`src/rtl/snake_head_stepper.sv`:
```
// Snake head stepper: debounced buttons steer the head across a COLS x ROWS board, one cell per game tick.
// Define SNAKE_WRAP_EN to wrap at the board edges; otherwise leaving the board ends the game (DEAD).
module snake_head_stepper #(
  parameter int COLS       = 32,
  parameter int ROWS       = 24,
  parameter int TICK_DIV   = 5000000,
  parameter int DEB_CYCLES = 250000
) (
  input  logic        iVGA_CLK,
  input  logic        iRST_n,
  input  logic        up,
  input  logic        down,
  input  logic        left,
  input  logic        right,
  output logic [31:0] oRow,
  output logic [31:0] oCol,
  output logic [31:0] oBoardPosition,
  output logic [1:0]  oDir,
  output logic        oStep,
  output logic        oDead
);

  localparam int TW = $clog2(TICK_DIV);
  localparam int DW = $clog2(DEB_CYCLES + 1);

  localparam logic [31:0] ROW_HOME = 32'(ROWS / 2);
  localparam logic [31:0] COL_HOME = 32'(COLS / 2);
  localparam logic [31:0] POS_HOME = 32'((ROWS / 2) * COLS + (COLS / 2));

  localparam logic [1:0] DIR_RIGHT = 2'b00;
  localparam logic [1:0] DIR_DOWN  = 2'b01;
  localparam logic [1:0] DIR_LEFT  = 2'b10;
  localparam logic [1:0] DIR_UP    = 2'b11;

  typedef enum logic [1:0] {
    IDLE = 2'b00,
    RUN  = 2'b01,
    DEAD = 2'b10
  } state_t;

  state_t          state_r;
  logic [TW-1:0]   tickCnt_r;
  logic [1:0]      pending_r;

  logic [3:0]      btnRaw_s;
  logic [3:0]      sync1_r;
  logic [3:0]      sync2_r;
  logic [3:0]      deb_r;
  logic [3:0]      debD_r;
  logic [DW-1:0]   debCnt_r [4];
  logic [3:0]      press_s;

  logic            pressValid_s;
  logic [1:0]      pressDir_s;
  logic            accept_s;
  logic            tick_s;

  logic [31:0]     nextRow_s;
  logic [31:0]     nextCol_s;
  logic [31:0]     nextPos_s;
  logic            offBoard_s;

  // Bit order follows press priority: up, down, left, right.
  assign btnRaw_s = {up, down, left, right};
  assign press_s  = deb_r & ~debD_r;

  // Two-flop synchronizers plus per-button stability counters.
  always_ff @(posedge iVGA_CLK) begin
    if (!iRST_n) begin
      sync1_r <= 4'b0000;
      sync2_r <= 4'b0000;
      deb_r   <= 4'b0000;
      debD_r  <= 4'b0000;
      for (int i = 0; i < 4; i++) begin
        debCnt_r[i] <= {DW{1'b0}};
      end
    end else begin
      sync1_r <= btnRaw_s;
      sync2_r <= sync1_r;
      debD_r  <= deb_r;
      for (int i = 0; i < 4; i++) begin
        if (sync2_r[i] == deb_r[i]) begin
          debCnt_r[i] <= {DW{1'b0}};
        end else if (debCnt_r[i] == DW'(DEB_CYCLES - 1)) begin
          deb_r[i]    <= sync2_r[i];
          debCnt_r[i] <= {DW{1'b0}};
        end else begin
          debCnt_r[i] <= debCnt_r[i] + DW'(1);
        end
      end
    end
  end

  // Priority select among simultaneous presses.
  always_comb begin
    pressValid_s = 1'b0;
    pressDir_s   = DIR_RIGHT;
    if (press_s[3]) begin
      pressValid_s = 1'b1;
      pressDir_s   = DIR_UP;
    end else if (press_s[2]) begin
      pressValid_s = 1'b1;
      pressDir_s   = DIR_DOWN;
    end else if (press_s[1]) begin
      pressValid_s = 1'b1;
      pressDir_s   = DIR_LEFT;
    end else if (press_s[0]) begin
      pressValid_s = 1'b1;
      pressDir_s   = DIR_RIGHT;
    end else begin
      pressValid_s = 1'b0;
      pressDir_s   = DIR_RIGHT;
    end
  end

  // Flipping bit 1 of a direction code yields its opposite.
  assign accept_s = pressValid_s && (pressDir_s != (oDir ^ 2'b10));
  assign tick_s   = (state_r == RUN) && (tickCnt_r == TW'(TICK_DIV - 1));

  // Candidate head position for the pending direction.
  always_comb begin
    nextRow_s  = oRow;
    nextCol_s  = oCol;
    offBoard_s = 1'b0;
    case (pending_r)
      DIR_RIGHT: begin
        if (oCol == 32'(COLS - 1)) begin
`ifdef SNAKE_WRAP_EN
          nextCol_s = 32'd0;
`else
          offBoard_s = 1'b1;
`endif
        end else begin
          nextCol_s = oCol + 32'd1;
        end
      end
      DIR_LEFT: begin
        if (oCol == 32'd0) begin
`ifdef SNAKE_WRAP_EN
          nextCol_s = 32'(COLS - 1);
`else
          offBoard_s = 1'b1;
`endif
        end else begin
          nextCol_s = oCol - 32'd1;
        end
      end
      DIR_DOWN: begin
        if (oRow == 32'(ROWS - 1)) begin
`ifdef SNAKE_WRAP_EN
          nextRow_s = 32'd0;
`else
          offBoard_s = 1'b1;
`endif
        end else begin
          nextRow_s = oRow + 32'd1;
        end
      end
      DIR_UP: begin
        if (oRow == 32'd0) begin
`ifdef SNAKE_WRAP_EN
          nextRow_s = 32'(ROWS - 1);
`else
          offBoard_s = 1'b1;
`endif
        end else begin
          nextRow_s = oRow - 32'd1;
        end
      end
      default: begin
        nextRow_s  = oRow;
        nextCol_s  = oCol;
        offBoard_s = 1'b0;
      end
    endcase
    nextPos_s = nextRow_s * 32'(COLS) + nextCol_s;
  end

  // Game FSM: tick counter, direction commit and head movement.
  always_ff @(posedge iVGA_CLK) begin
    if (!iRST_n) begin
      state_r        <= IDLE;
      tickCnt_r      <= {TW{1'b0}};
      pending_r      <= DIR_RIGHT;
      oDir           <= DIR_RIGHT;
      oRow           <= ROW_HOME;
      oCol           <= COL_HOME;
      oBoardPosition <= POS_HOME;
      oStep          <= 1'b0;
      oDead          <= 1'b0;
    end else begin
      oStep <= 1'b0;
      case (state_r)
        IDLE: begin
          tickCnt_r <= {TW{1'b0}};
          if (accept_s) begin
            pending_r <= pressDir_s;
            state_r   <= RUN;
          end
        end
        RUN: begin
          // A press in the tick cycle lands in pending_r after the old value commits.
          if (accept_s) begin
            pending_r <= pressDir_s;
          end
          if (tick_s) begin
            tickCnt_r <= {TW{1'b0}};
            oDir      <= pending_r;
            if (offBoard_s) begin
              state_r <= DEAD;
              oDead   <= 1'b1;
            end else begin
              oRow           <= nextRow_s;
              oCol           <= nextCol_s;
              oBoardPosition <= nextPos_s;
              oStep          <= 1'b1;
            end
          end else begin
            tickCnt_r <= tickCnt_r + TW'(1);
          end
        end
        DEAD: begin
          tickCnt_r <= {TW{1'b0}};
          oDead     <= 1'b1;
        end
        default: begin
          state_r   <= IDLE;
          tickCnt_r <= {TW{1'b0}};
        end
      endcase
    end
  end

endmodule

```
`config.mk`:
```
export PLATFORM = sky130hd
export DESIGN_NAME = snake_head_stepper
export DESIGN_NICKNAME = d
export VERILOG_FILES = /design/src/rtl/snake_head_stepper.sv
export SDC_FILE = /design/constraint.sdc
export NUM_CORES = 1
export LEC_CHECK = 0
export BUFFER_PORTS_ARGS = -buffer_cell sky130_fd_sc_hd__buf_4
export CORE_MARGIN = 2
export CORE_UTILIZATION = 57
export CTS_BUF_LIST = sky130_fd_sc_hd__clkbuf_4 sky130_fd_sc_hd__clkbuf_8
export DETAILED_ROUTE_END_ITERATION = 8
export PLACE_DENSITY = 0.8
export SLEW_MARGIN = 20
export SYNTH_ARGS = -nofsm -noshare
export SYNTH_HDL_FRONTEND = slang
export SYNTH_SLANG_ARGS = --single-unit
```
`constraint.sdc`:
```
create_clock -name iVGA_CLK -period 4.15 [get_ports iVGA_CLK]
set_clock_uncertainty 0.2 [all_clocks]
set_input_delay 0.83 -clock iVGA_CLK [delete_from_list [all_inputs] [get_ports iVGA_CLK]]
set_output_delay 0.83 -clock iVGA_CLK [all_outputs]
set_load 0.02 [all_outputs]
```
==> impl_metrics.csv <==
group,metric,value,unit
outcome,status,"complete, but fails checks",
outcome,violations,"negative setup slack",
floorplan,die-area,23800,sq um
drt,drt_iter0_markers,968,
logic_synthesis,ys_top_cells_by_area,"dfxtp_1 21%, edfxtp_1 17%, xnor2_1 6.7%",
logic_synthesis,ys_types,85,
cells_and_area,final_core_util,74.4,%
logic_synthesis,synth_flop_cell,"dfxtp_1",
global_route,grtUsageMet1,38.0,%
cells_and_area,final_cell_mix,"301 x buf_4, 221 x nor2_1, 152 x nand2_1",
logic_synthesis,synth_area,12900,sq um
logic_synthesis,syn-mean-instance-area,8.49,sq um
floorplan,fp.dieW,154,um
cells_and_area,multiInputGateArea,7940,sq um
placement,place_hpwl,26300,um
drt,drt_pass1_iterations,5,
worst_setup_path,cp.arrival,4.57,ns
logic_synthesis,ys_seq_elements,210,
worst_setup_path,cp-startpoint,"oRow[20]",
logic_synthesis,ys_warn_count,0,
timing,worst_pin_slew,1.07,ns
floorplan,rows,54,
min_path,worstHoldStart,"sync1_r[2]",
worst_setup_path,crit_type,"reg2reg",
logic_synthesis,ys_seq_area_share,38.3,%
cells_and_area,fill_cells,1631,
cells_and_area,antenna_cells,0,
global_route,overflow,0,
global_route,grt_use_met3,4.79,%
cells_and_area,drive_gt1_share,23.3,%
timing,relSlewSlack,28.5,%
placement,portBuffers,105,
timing,period_needed,4.30,ns
timing,max_freq,232,MHz
drt,via_count,12400,
cells_and_area,nets,1893,
drt,ant_nets,0,
global_route,grt_pass1_wl,57000,um
run,drv_cap,0,
placement,gp_congestion,0.940,
pwr,vdd_ir_drop_max,0.000237,V
clock_network,clk_latency,0.53,ns
worst_setup_path,required,4.41,ns
global_route,top_usage_layer,"met2",
global_route,grt_antenna_before_repair,0,
pwr,power_density,257,nW/um^2
worst_setup_path,cp-end-kind,"register",
global_route,grt_pass1_vias,11700,
logic_synthesis,synth-edff-count,72,
pwr,p_total,4.21,mW
floorplan,die_h,154,um
logic_synthesis,synth_top_cell_by_area,"dfxtp_1",
drt,routed_wl,35600,um
worst_setup_path,worst-path-max-fanout,5,
worst_setup_path,ff2ff_setup_slack,-0.15,ns
logic_synthesis,synth-async-reset-ratio,0,%
global_route,use_met2,48.9,%
clock_network,ctsHtreeMaxLevel,2,
cells_and_area,final_common_cell,"buf_4",
clock_network,clk_pin_slew,0.07,ns
drt,drc_errors,0,
timing,final_max_slew_viol_count,0,
logic_synthesis,synthCells,1515,
clock_network,root_buffer,"clkbuf_8",
timing,rsz0062_at_grt,"yes",
timing,fin_crit_sh,104,%
logic_synthesis,synth.top_cell.area_share,21.5,%
drt,vias_per_cell,5.73,
cells_and_area,regArea,4930,sq um
drt,wl_per_cell,16.5,um
min_path,hp-class,"reg2reg",
timing,worst_slack,-0.153,ns
floorplan,initial_core_util,58.6,%
pwr,p_leak,6.60,nW
clock_network,cts_made_buffers,38,
worst_setup_path,r2r_start,"oRow[20]",
global_route,grt_usage,29.0,%
clock_network,tritoncts,"done",
cells_and_area,synthToLayoutAreaGrowth,27.1,%
global_route,grt_start_max_net_pins,55,
clock_network,clock_sinks,210,
worst_setup_path,start_kind,"register",
timing,setup_violations,9,
floorplan,core,22000,sq um
clock_network,clk_path_buf_depth,3,
timing,hold_violations,0,
floorplan,ios,106,
-- per-stage QoR --
stage                     std cells  TNS [ns]  hold slack, ns  cell area [sq um]  setup WS [ns]
after floorplan                1586   -0.0944           0.212              13200        -0.0393
after global placement         2077    -0.764           0.215              15300         -0.230
after detailed placement       2077     -1.66           0.228              15300         -0.304
after CTS                      2149    -0.195           0.242              16200         -0.104
after global routing           2157     -2.93           0.254              16300         -0.324
final                          2157    -0.429           0.242              16300         -0.153
-- final timing paths --
path,end,cells past startpoint
min reg2reg,sync2_r[2],1
max reg2reg,oBoardPosition[29],19
min,sync2_r[2],1
max,oBoardPosition[29],19
-- metal layers --
layer	share of wire, %	vias up
li1	-	5966
met1	43	5842
met2	47	468
met3	7.1	85
met4	3.0	0
met5	0	-
-- state kept, by name, summed over array words and instances, names as in the netlist, named ones only --
register	cells
sync2_r	4
debCnt_r	72
oCol	27
deb_r	4
oRow	32
oStep	1
oDir	2
sync1_r	4
oDead	1
oBoardPosition	27
state_r	2
debD_r	4
pending_r	2
tickCnt_r	23
-- where the power goes --
group	internal [mW]	switching (mW)	leakage, nW
clock	1.04	0.884	0.395
sequential	2.16	0.0326	1.86
combinational	0.0309	0.0606	4.34
total	3.23	0.977	6.60
-- critical path, stage by stage, from the launching register on --
cell      delay, ns
dfxtp_2        0.32
or4_4          0.52
and4bb_2       0.38
nand4b_4       0.15
o21a_1         0.24
nor2_2         0.14
xnor2_2        0.14
ha_2           0.22
inv_2          0.04
fa_2           0.33
nand2b_4       0.15
a21o_1         0.21
a211oi_2       0.21
nor2_2         0.08
buf_6          0.12
a211oi_4       0.25
buf_4          0.15
nor3_1         0.03
nand3b_1       0.16
a21oi_1        0.19
-- synthesized netlist by cell type, types with 25 or more instances --
cell / instances
nor3_1: 25
a21oi_1: 83
xor2_1: 91
nand3_1: 75
xnor2_1: 98
dfxtp_1: 138
or3_1: 43
and2_1: 27
buf_2: 27
clkbuf_1: 38
nand4_1: 32
ha_1: 37
edfxtp_1: 72
o21ai_0: 45
nor2_1: 227
nand2_1: 153
inv_1: 31
-- cell type report --
type,instances,area share [%]
multi-input combinational,1266,48.6
clock inverter,14,0.475
clock buffer,54,4.05
tap,280,2.14
inverter,31,0.712
timing repair buffer,302,13.9
sequential,210,30.2
-- logic make-up (layout without fill, tap and decap cells) --
logic type | Yosys count | count (layout) | share of synthesized area (%)
and+or+nand+nor | 708 | 708 | 27.8
DFF | 210 | 210 | 38.3
xor gates and xnor gates | 189 | 189 | 12.9
buffers and inverters | 110 | 401 | 3.88
adders and majority gates | 38 | 38 | 3.76
AOI/OAI and AO/OA | 249 | 249 | 12.6
other | 1 | 72 | 0.0292
muxes | 10 | 10 | 0.778
-- timing repair --
action | in CTS | in global routing
endpoints found under the setup margin | 13 | 18
pin swaps | 26 | 31
buffers inserted | 4 | 9
gates resized for setup | 19 | 23
hold buffers | 0 | 0
Note: power is estimated with default switching activity, not from simulation.
